[src/rtl/card_entry_pkg.sv]
// Shared constants, state encoding and helpers for the card number entry front-end.
package card_entry_pkg;

  localparam logic [3:0] KEY_BKSP  = 4'hA;
  localparam logic [3:0] KEY_ENTER = 4'hB;
  localparam logic [3:0] KEY_CLEAR = 4'hC;

  localparam int unsigned DEF_MIN_DIGITS = 13;
  localparam int unsigned DEF_MAX_DIGITS = 16;
  localparam int unsigned BUF_W          = 64;
  localparam int unsigned COUNT_W        = 5;

  typedef enum logic [2:0] {
    ST_ENTRY  = 3'd0,
    ST_CHECK  = 3'd1,
    ST_LAUNCH = 3'd2,
    ST_WAIT   = 3'd3,
    ST_RESULT = 3'd4
  } state_t;

  function automatic logic is_digit(input logic [3:0] k);
    return k <= 4'd9;
  endfunction

endpackage

[src/rtl/luhn_checker.sv]
// Sequential Luhn check: walks the buffer right-to-left, one digit per cycle.
module luhn_checker (
  input  logic       i_clk,
  input  logic       i_rst_n,
  input  logic       i_start,
  input  logic       i_abort,
  input  logic [4:0] i_count,
  input  logic [3:0] i_digit,
  output logic [3:0] o_sel,
  output logic       o_done_c,
  output logic       o_ok_c
);

  logic       r_active;
  logic [3:0] r_idx;
  logic       r_pos;
  logic [7:0] r_sum;

  logic [4:0] w_dbl;
  logic [3:0] w_v;
  logic [7:0] w_sum;

  // Weight of the current digit; odd positions from the right are doubled.
  always_comb begin
    w_dbl = {i_digit, 1'b0};
    w_v   = i_digit;
    if (r_pos) begin
      w_v = (w_dbl > 5'd9) ? 4'(w_dbl - 5'd9) : w_dbl[3:0];
    end
    w_sum = r_sum + 8'(w_v);
  end

  assign o_sel    = r_idx;
  assign o_done_c = r_active && (r_idx == 4'd0);
  assign o_ok_c   = ((w_sum % 8'd10) == 8'd0);

  always_ff @(posedge i_clk or negedge i_rst_n) begin
    if (!i_rst_n) begin
      r_active <= 1'b0;
      r_idx    <= 4'd0;
      r_pos    <= 1'b0;
      r_sum    <= 8'd0;
    end else if (i_start) begin
      r_active <= 1'b1;
      r_idx    <= 4'(i_count - 5'd1);
      r_pos    <= 1'b0;
      r_sum    <= 8'd0;
    end else if (i_abort || o_done_c) begin
      r_active <= 1'b0;
    end else if (r_active) begin
      r_idx <= r_idx - 4'd1;
      r_pos <= ~r_pos;
      r_sum <= w_sum;
    end
  end

endmodule

[src/rtl/card_number_entry.sv]
// Keypad digit collection, Luhn validation and BIN lookup handshake with timeout.
module card_number_entry
  import card_entry_pkg::*;
#(
  parameter int unsigned MIN_DIGITS     = DEF_MIN_DIGITS,
  parameter int unsigned MAX_DIGITS     = DEF_MAX_DIGITS,
  parameter int unsigned TIMEOUT_CYCLES = 4096
) (
  input  logic        CLOCK_50,
  input  logic        resetn,
  input  logic        key_valid,
  input  logic [3:0]  key_code,
  input  logic        lookup_done,
  input  logic        lookup_found,
  output logic [3:0]  d5,
  output logic [3:0]  d4,
  output logic [3:0]  d3,
  output logic [3:0]  d2,
  output logic [3:0]  d1,
  output logic [3:0]  d0,
  output logic        start,
  output logic [4:0]  digit_count,
  output logic [63:0] digits,
  output logic        entry_error,
  output logic        busy,
  output logic        result_valid,
  output logic        luhn_ok,
  output logic        bin_found,
  output logic        timeout
);

  localparam int unsigned WAIT_W = $clog2(TIMEOUT_CYCLES + 1);

  state_t              r_state, w_state_nxt;
  logic [BUF_W-1:0]    r_digits, w_digits_nxt;
  logic [COUNT_W-1:0]  r_count, w_count_nxt;
  logic [WAIT_W-1:0]   r_wait_cnt, w_wait_nxt;
  logic                r_err, w_err_nxt;
  logic                r_start, w_start_nxt;
  logic                r_luhn, w_luhn_nxt;
  logic                r_found, w_found_nxt;
  logic                r_tmo, w_tmo_nxt;
  logic                r_busy, r_result;
  logic                r_done_prev;

  logic                w_clear_key, w_abort, w_done_edge;
  logic                w_chk_start, w_chk_done, w_chk_ok;
  logic [3:0]          w_sel, w_sel_digit;
  logic [5:0]          w_sh_add, w_sh_del;

  // Nibble offsets: slot k lives at bit 60-4k, i.e. {~k, 2'b00} for k < 16.
  assign w_sh_add    = {~r_count[3:0], 2'b00};
  assign w_sh_del    = {~(r_count[3:0] - 4'd1), 2'b00};
  assign w_sel_digit = 4'(r_digits >> {~w_sel, 2'b00});

  luhn_checker u_luhn (
    .i_clk    (CLOCK_50),
    .i_rst_n  (resetn),
    .i_start  (w_chk_start),
    .i_abort  (w_abort),
    .i_count  (r_count),
    .i_digit  (w_sel_digit),
    .o_sel    (w_sel),
    .o_done_c (w_chk_done),
    .o_ok_c   (w_chk_ok)
  );

  always_ff @(posedge CLOCK_50 or negedge resetn) begin
    if (!resetn) r_state <= ST_ENTRY;
    else         r_state <= w_state_nxt;
  end

  always_comb begin
    w_state_nxt  = r_state;
    w_digits_nxt = r_digits;
    w_count_nxt  = r_count;
    w_wait_nxt   = r_wait_cnt;
    w_err_nxt    = 1'b0;
    w_start_nxt  = 1'b0;
    w_luhn_nxt   = r_luhn;
    w_found_nxt  = r_found;
    w_tmo_nxt    = r_tmo;
    w_chk_start  = 1'b0;
    w_clear_key  = key_valid && (key_code == KEY_CLEAR);
    w_abort      = w_clear_key && (r_state != ST_ENTRY);
    w_done_edge  = lookup_done && !r_done_prev;

    case (r_state)
      ST_ENTRY: begin
        if (key_valid) begin
          if (is_digit(key_code)) begin
            if (r_count < COUNT_W'(MAX_DIGITS)) begin
              w_digits_nxt = r_digits | (BUF_W'(key_code) << w_sh_add);
              w_count_nxt  = r_count + 5'd1;
            end else begin
              w_err_nxt = 1'b1;
            end
          end else if (key_code == KEY_BKSP) begin
            if (r_count != 5'd0) begin
              w_digits_nxt = r_digits & ~(BUF_W'(4'hF) << w_sh_del);
              w_count_nxt  = r_count - 5'd1;
            end
          end else if (key_code == KEY_CLEAR) begin
            w_digits_nxt = '0;
            w_count_nxt  = '0;
          end else if (key_code == KEY_ENTER) begin
            if (r_count < COUNT_W'(MIN_DIGITS)) begin
              w_err_nxt = 1'b1;
            end else begin
              w_state_nxt = ST_CHECK;
              w_chk_start = 1'b1;
              w_luhn_nxt  = 1'b0;
              w_found_nxt = 1'b0;
              w_tmo_nxt   = 1'b0;
            end
          end
        end
      end
      ST_CHECK: begin
        if (w_chk_done) begin
          w_luhn_nxt  = w_chk_ok;
          w_found_nxt = 1'b0;
          w_tmo_nxt   = 1'b0;
          w_start_nxt = w_chk_ok;
          w_state_nxt = w_chk_ok ? ST_LAUNCH : ST_RESULT;
        end
      end
      ST_LAUNCH: begin
        w_state_nxt = ST_WAIT;
        w_wait_nxt  = '0;
      end
      ST_WAIT: begin
        // A fresh done edge takes priority over the terminal count.
        if (w_done_edge) begin
          w_found_nxt = lookup_found;
          w_tmo_nxt   = 1'b0;
          w_state_nxt = ST_RESULT;
        end else if (r_wait_cnt == WAIT_W'(TIMEOUT_CYCLES - 1)) begin
          w_found_nxt = 1'b0;
          w_tmo_nxt   = 1'b1;
          w_state_nxt = ST_RESULT;
        end else begin
          w_wait_nxt = r_wait_cnt + WAIT_W'(1);
        end
      end
      ST_RESULT: ;
      default: w_state_nxt = ST_ENTRY;
    endcase

    if (w_abort) begin
      w_state_nxt  = ST_ENTRY;
      w_digits_nxt = '0;
      w_count_nxt  = '0;
      w_start_nxt  = 1'b0;
      w_luhn_nxt   = 1'b0;
      w_found_nxt  = 1'b0;
      w_tmo_nxt    = 1'b0;
    end
  end

  always_ff @(posedge CLOCK_50 or negedge resetn) begin
    if (!resetn) begin
      r_digits    <= '0;
      r_count     <= '0;
      r_wait_cnt  <= '0;
      r_err       <= 1'b0;
      r_start     <= 1'b0;
      r_luhn      <= 1'b0;
      r_found     <= 1'b0;
      r_tmo       <= 1'b0;
      r_busy      <= 1'b0;
      r_result    <= 1'b0;
      r_done_prev <= 1'b0;
    end else begin
      r_digits    <= w_digits_nxt;
      r_count     <= w_count_nxt;
      r_wait_cnt  <= w_wait_nxt;
      r_err       <= w_err_nxt;
      r_start     <= w_start_nxt;
      r_luhn      <= w_luhn_nxt;
      r_found     <= w_found_nxt;
      r_tmo       <= w_tmo_nxt;
      r_busy      <= (w_state_nxt == ST_CHECK) || (w_state_nxt == ST_LAUNCH) ||
                     (w_state_nxt == ST_WAIT);
      r_result    <= (w_state_nxt == ST_RESULT);
      r_done_prev <= lookup_done;
    end
  end

  assign digits       = r_digits;
  assign digit_count  = r_count;
  assign d5           = r_digits[63:60];
  assign d4           = r_digits[59:56];
  assign d3           = r_digits[55:52];
  assign d2           = r_digits[51:48];
  assign d1           = r_digits[47:44];
  assign d0           = r_digits[43:40];
  assign start        = r_start;
  assign entry_error  = r_err;
  assign busy         = r_busy;
  assign result_valid = r_result;
  assign luhn_ok      = r_luhn;
  assign bin_found    = r_found;
  assign timeout      = r_tmo;

endmodule

[config.mk]
export PLATFORM = sky130hd
export DESIGN_NAME = card_number_entry
export DESIGN_NICKNAME = d
export VERILOG_FILES = /design/src/rtl/card_entry_pkg.sv /design/src/rtl/luhn_checker.sv /design/src/rtl/card_number_entry.sv
export SDC_FILE = /design/constraint.sdc
export NUM_CORES = 1
export LEC_CHECK = 0
export ABC_AREA = 1
export BUFFER_PORTS_ARGS = -buffer_cell sky130_fd_sc_hd__clkbuf_2
export CAP_MARGIN = 25
export CORE_ASPECT_RATIO = 1.75
export CORE_MARGIN = 3
export CORE_UTILIZATION = 35
export DETAILED_ROUTE_END_ITERATION = 10
export PLACE_DENSITY_LB_ADDON = 0.05
export REMOVE_ABC_BUFFERS = 1
export SETUP_SLACK_MARGIN = 0.3
export SLEW_MARGIN = 0
export SYNTH_ARGS = -nofsm -noshare
export SYNTH_HDL_FRONTEND = slang
export SYNTH_SLANG_ARGS = --single-unit
[constraint.sdc]
create_clock -name CLOCK_50 -period 13.1 [get_ports CLOCK_50]
set_input_delay 1.31 -clock CLOCK_50 [delete_from_list [all_inputs] [get_ports CLOCK_50]]
set_output_delay 1.31 -clock CLOCK_50 [all_outputs]
set_load 0.01 [all_outputs]
==> metrics.txt, run 1 <==
status completed; sequential element share of the synthesized area 0.401; worst hold path type reg -> reg; P per Cell Area 324 nW/um2; commonest non-fill, non-tap cell in the layout inv_1; synthesized instance count 900; filler cell count 2113; #FFs+latches synth 107; die area 20900 um2; largest net degree at the start of global routing 61; Max Buffers Root-to-Sink 2; via count 6230; dpl hpwl 16.7 mm; Setup crit start kind register; gr usage total 0.205; H-tree depth 3; RSZ-0062 raised after global routing false; vias in the first global route 6143; TritonCTS clock tree done; period utilization 0.472; Syn Area/Cell 7.43 um2; Top FF cell, synth dfrtp_1; layout cells sized above 1 0.183; placed cells 1202; CP max-delay cell dfrtp_1; Die W 110 um; worst reg2reg path startpoint u_luhn.o_sel[1]; CTS buffer count 9; placeable core area 18700 um2; final hold violation count 0; minimum clock period 6180 ps; Worst Clk Skew 5.47 ps; Worst Tran Pin Value 976 ps; # Max-Cap Violations 0; Worst-Skew Late Latency 350 ps; GRT overflow 0; Post-CTS Setup Bufs 0; Cell variety after synth 49; IO Port Bufs 108; ANT cells 0; most frequent cells in the layout inv_1 (147), a21oi_1 (125), nand2_1 (122); Max Fclk 162 MHz; drt pass-1 iters 5; yosys warns 0; Die Span Y 189 um; Setup-failing EPs final 0; Synth Cell Area 6680 um2; # DRC 0; Setup TNS Final 0 ps; Pins Over Slew Limit 0; EDFF count, synth 0; clk slew on worst S/H paths 70 ps; min-delay src u_luhn.r_sum[3]; CP endpoint kind register; Layout Area Growth over Synthesis 13.4%; relative slew slack 0.344; CP top delay family simple AND/OR/NAND/NOR gates; PostCTS Resize Cnt 0; Worst Setup SP u_luhn.o_sel[1]; # hold bufs at CTS 0; Starting Density 0.358; DR iter-0 viols 263; critical setup path kind reg -> reg; CP arrival 6430 ps; routed len/inst 17.4 um; final cell count without fillers 1218; initial antenna violation count 0; routability cong. 0.892; crit-path max cell delay 780 ps; post-route ant nets 0; Via density 5.11; final hold slack 504 ps; # rows 66; Synth async-reset ratio 1.00; most frequent CP cell nand2_1; final core occ 0.406; Sink Count 107; Pwr Total 2.46 mW; Worst Path Required 13350 ps; peak supply drop 0.309 mV; I/O Pins 109; WL final 21.2 mm; WP buf/inv 5; first-pass GRT wire length 33.7 mm; Static Leak 3.75 nW; crit-path max FO 19; Final Net Count 1000; CTS root buffer clkbuf_16
final timing paths:
kind                                         to  slack (ps)  depth (start not counted)
worst max-delay path                       busy        6920                         44
worst min-delay path            u_luhn.r_sum[3]         500                          2
worst max register to register             busy        6920                         44
worst min register to register  u_luhn.r_sum[3]         500                          2
max in group asynchronous            digits[29]       10900                          2
min in group asynchronous         r_wait_cnt[6]        1020                          1
layout make-up:
cell class                      instances  area [um2]  area share
Clock buffer                           12         246      0.0325
Timing Repair Buffer                  115         596      0.0786
Multi-Input combinational cell        586        3130       0.413
Inverter                              156         586      0.0772
Tap cell                              238         298      0.0393
Clock inverter                          4        48.8     0.00644
Sequential cell                       107        2680       0.353
metal layers:
layer	GRT usage	wire length, um	vias up
met3	0.0238	838	42
met5	0	0	-
met4	0.0868	726	0
met2	0.358	10900	187
li1	-	-	3084
met1	0.254	8700	2917
power by group:
part / leakage, nW / switching [mW] / total [mW] / internal [mW]
clock: 0.147 / 0.127 / 0.281 / 0.154
combinational: 2.17 / 1.06 / 1.61 / 0.547
sequential: 1.43 / 0.123 / 0.568 / 0.445
state kept, by name, indices dropped and copies added, names as in the netlist:
register	count
digits	64
r_wait_cnt	13
u_luhn.r_sum	8
digit_count	5
u_luhn.o_sel	4
r_state	3
bin_found	1
busy	1
entry_error	1
luhn_ok	1
r_done_prev	1
result_valid	1
start	1
timeout	1
u_luhn.r_active	1
u_luhn.r_pos	1
worst min-delay path, stage by stage (launching register included):
cell and delay [ps]:
dfrtp_1 350, nand2_1 60, o21ai_0 60
synth_stat cells (6+ instances only):
cell | count | area, um2
nor3_1 | 23 | 115
nand2_1 | 122 | 458
clkbuf_1 | 22 | 82.6
dfrtp_1 | 107 | 2680
ha_1 | 15 | 188
nand3_1 | 76 | 380
nand4_1 | 16 | 100
nor2_1 | 67 | 251
nand3_2 | 10 | 100
o21ai_0 | 55 | 275
a21oi_1 | 125 | 626
inv_1 | 147 | 552
buf_4 | 25 | 188
nand2_2 | 11 | 68.8
inv_2 | 6 | 22.5
stage by stage:
| stage | area, um2 | setup WS, ps |
|---|---|---|
| 3_3_place_gp | 7290 | 7120 |
| 6_report | 7580 | 6920 |
| 4_1_cts | 7580 | 6960 |
| 2_1_floorplan | 6390 | 7670 |
| 3_5_place_dp | 7290 | 6990 |
| 5_1_grt | 7580 | 6250 |
cell families (layout without fill, tap and decap cells):
logic type	count (synthesis)	after routing	share of synthesized area
AOI/OAI and AO/OA	214	214	0.173
adders and majority gates	16	16	0.0311
buffers and inverters	207	287	0.131
xor gates and xnor gates	8	8	0.0133
muxes	1	1	0.00168
and+or+nand+nor	347	347	0.249
DFF	107	107	0.401
Power figures use the tool's default switching activity.
==> inputs of run 2 (changes only) <==
--- a/config.mk
+++ b/config.mk
@@ -5,7 +5,7 @@
 export SDC_FILE = /design/constraint.sdc
 export NUM_CORES = 1
 export LEC_CHECK = 0
-export ABC_AREA = 1
+export ABC_AREA = 0
 export BUFFER_PORTS_ARGS = -buffer_cell sky130_fd_sc_hd__clkbuf_2
 export CAP_MARGIN = 25
 export CORE_ASPECT_RATIO = 1.75
==> constraint.sdc (replaced) <==
create_clock -name CLOCK_50 -period 5 [get_ports CLOCK_50]
set_input_delay 0.5 -clock CLOCK_50 [delete_from_list [all_inputs] [get_ports CLOCK_50]]
set_output_delay 0.5 -clock CLOCK_50 [all_outputs]
set_load 0.01 [all_outputs]
==> metrics.txt, run 2 <==
P per Cell Area 586 nW/um2 (was 324 nW/um2); gr usage total 0.236 (was 0.205); violated checks negative setup slack; Met2 Routed Length 12.1 mm (was 10.9 mm); Sink Count 107 (unchanged); Setup TNS Final -2010 ps (was 0 ps); sequential element share of the synthesized area 0.417 (was 0.401); Setup-failing EPs final 6 (was 0); IO Port Bufs 108 (unchanged); ANT cells 0 (unchanged); post-route ant nets 0 (unchanged); Final Net Count 931 (was 1000); CP endpoint kind register (unchanged); Synth Cell Area 6420 um2 (was 6680 um2); period utilization 1.08 (was 0.472); commonest non-fill, non-tap cell in the layout buf_4 (was inv_1); routed wl met3 1.00 mm (was 838 um); most frequent cells in the layout buf_4 (136), nor2_1 (125), dfrtp_1 (107), clkbuf_2 (107), a21oi_1 (84) (was inv_1 (147), a21oi_1 (125), nand2_1 (122)); Via density 5.40 (was 5.11); placeable core area 17800 um2 (was 18700 um2); yosys warns 0 (unchanged); Worst Path Required 5210 ps (was 13350 ps); Starting Density 0.361 (was 0.358); Die Span Y 185 um (was 189 um); die area 20100 um2 (was 20900 um2); # DRC 0 (unchanged); placed cells 1114 (was 1202); Worst Setup SP u_luhn.o_sel[0] (was u_luhn.o_sel[1]); # rows 64 (was 66); Static Leak 4.25 nW (was 3.75 nW); minimum clock period 5400 ps (was 6180 ps); cells on worst reg2reg path 25 (was 44); layout cells sized above 1 0.362 (was 0.183); post-synth top area share 0.417 (was 0.401); Layout Area Growth over Synthesis 32.3% (was 13.4%); DR top layer met4 (unchanged); synth top area cells dfrtp_1 (42%), nor2_1 (7.4%), mux4_2 (7.0%), a21oi_1 (6.8%), ha_1 (2.9%) (was dfrtp_1 (40%), a21oi_1 (9.4%), inv_1 (8.3%), nand2_1 (6.9%), nand3_1 (5.7%)); routed len/inst 19.8 um (was 17.4 um); Pwr Total 4.97 mW (was 2.46 mW); RR Endpoint result_valid (was busy); Top FF cell, synth dfrtp_1 (unchanged); DRT met1 WL 7.96 mm (was 8.70 mm); cell taking the most area after synthesis dfrtp_1 (unchanged); WL final 22.7 mm (was 21.2 mm); H-tree depth 3 (unchanged); CTS buffer count 9 (unchanged); Setup crit start kind register (unchanged); Synth async-reset ratio 1.00 (unchanged); # Max-Cap Violations 0 (unchanged); Cell variety after synth 68 (was 49); clk slew on worst S/H paths 80 ps (was 70 ps); final hold violation count 0 (unchanged); cell with the most instances after synthesis nor2_1 (was inv_1); EDFF count, synth 0 (unchanged); Worst Tran Pin Value 897 ps (was 976 ps); DR iter-0 viols 243 (was 263); Die W 108 um (was 110 um); dpl hpwl 17.8 mm (was 16.7 mm); synth cell count leaders nor2_1 (127), dfrtp_1 (107), a21oi_1 (87) (was inv_1 (147), a21oi_1 (125), nand2_1 (122)); filler cell count 1773 (was 2113); relative slew slack 0.402 (was 0.344); CTS root buffer clkbuf_16 (unchanged); drt pass-1 iters 4 (was 5); GRT overflow 0 (unchanged); Max Buffers Root-to-Sink 2 (unchanged); Post-Place Setup Slack -826 ps (was 6990 ps); worst hold path type in -> async (was reg -> reg); status complete, but fails checks (was completed); Worst-Skew Late Latency 350 ps (about the same); synthesized instance count 704 (was 900); via count 6162 (was 6230); crit-path max FO 7 (was 19); first-pass GRT wire length 35.8 mm (was 33.7 mm); Max Fclk 185 MHz (was 162 MHz); Pins Over Slew Limit 0 (unchanged); TritonCTS clock tree done (unchanged); initial antenna violation count 0 (unchanged); CP arrival 5610 ps (was 6430 ps); r2r setup slk -400 ps (was 6920 ps); largest net degree at the start of global routing 69 (was 61); vias in the first global route 6478 (was 6143); worst reg2reg path startpoint u_luhn.o_sel[0] (was u_luhn.o_sel[1]); final cell count without fillers 1142 (was 1218); RSZ-0062 raised after global routing true (was false); max FFs per register 64 (unchanged); #FFs+latches synth 107 (unchanged); Worst Clk Skew 16.3 ps (was 5.47 ps); routability cong. 0.891 (was 0.892); Syn Area/Cell 9.11 um2 (was 7.43 um2); I/O Pins 109 (unchanged); worst setup margin -401 ps (was 6920 ps); critical setup path kind reg -> reg (unchanged); peak supply drop 0.355 mV (was 0.309 mV)
run 2: changes by cell type after synthesis, moves of 12 or more:
| cell | delta |
|---|---|
| and3_1 | +15 |
| nand2_1 | -83 |
| nor3_1 | -12 |
| nor2_1 | +60 |
| nand3_1 | -55 |
| mux4_2 | +20 |
| o21ai_0 | -30 |
| inv_1 | -125 |
| a21oi_1 | -38 |
| a31oi_1 | +13 |
run 2: worst max path at each step:
stage / to / slack, ps / cells past startpoint
2_1_floorplan: r_state[2] / -1000 / 23
3_3_place_gp: result_valid / -650 / 24
3_5_place_dp: r_state[2] / -830 / 24
4_1_cts: result_valid / -460 / 25
5_1_grt: result_valid / -620 / 25
6_report: result_valid / -400 / 25
run 2: cell type report:
cell class | count | area, um2 | share of cell area
repair buffers | 248 | 1630 | 0.192
clock inverters | 6 | 63.8 | 0.00752
flip-flops and latches | 107 | 2680 | 0.315
well taps | 231 | 289 | 0.0340
clock buffers | 10 | 239 | 0.0281
multi-input cells | 517 | 3500 | 0.413
inverters | 23 | 86.3 | 0.0102
run 2: worst max-delay path, stage by stage (launching register included):
cell       delay, ps
dfrtp_1          400
buf_12           150
buf_8            120
mux4_2           490
mux4_2           480
inv_2             90
ha_4             130
inv_2             30
a21o_1           190
nand2_2           80
nor2_2            40
a21oi_2          120
inv_1             70
fa_2             340
nand2b_4         160
a211oi_4         250
xnor2_2          170
ha_4             250
a31oi_4          210
a211oi_4          80
and3_1           170
a211o_1          260
or3_4            350
a2111oi_4        340
and2_4           200
o22ai_1           80
run 2: layer usage:
layer | up-vias | GRT usage
li1 | 2881 | -
met3 | 70 | 0.0373
met4 | 0 | 0.146
met5 | - | 0
met2 | 236 | 0.427
met1 | 2975 | 0.252
run 2: logic make-up after synthesis:
kind of cell	share of synthesized area
AO/OA/AOI/OAI	0.169
AND/OR/NAND/NOR	0.194
multiplexers	0.0846
adder cells (fa/ha/maj)	0.0339
flip-flops	0.417
XOR/XNOR	0.0394
buffers and inverters	0.0612
run 2: where the power goes:
part	switching [mW]	total, mW	leakage [nW]	internal (mW)
sequential	0.209	1.25	1.45	1.04
clock	0.361	0.728	0.146	0.368
combinational	1.54	3.00	2.66	1.45
run 2: repair_timing:
| action | 4_1_cts | 5_1_grt |
|---|---|---|
| gates resized for setup | 24 | 14 |
| pin swaps | 15 | 7 |
| endpoints found under the setup margin | 6 | 6 |
| setup buffers | 11 | 0 |
| hold buffers | 0 | 0 |
run 2: per-stage QoR:
step	utilization	hold WS (ps)	instance area (um2)
2_1_floorplan	-	204	6110
3_3_place_gp	0.447	490	7940
3_5_place_dp	0.447	499	7940
4_1_cts	0.474	263	8430
5_1_grt	0.478	255	8490
6_report	0.478	238	8490
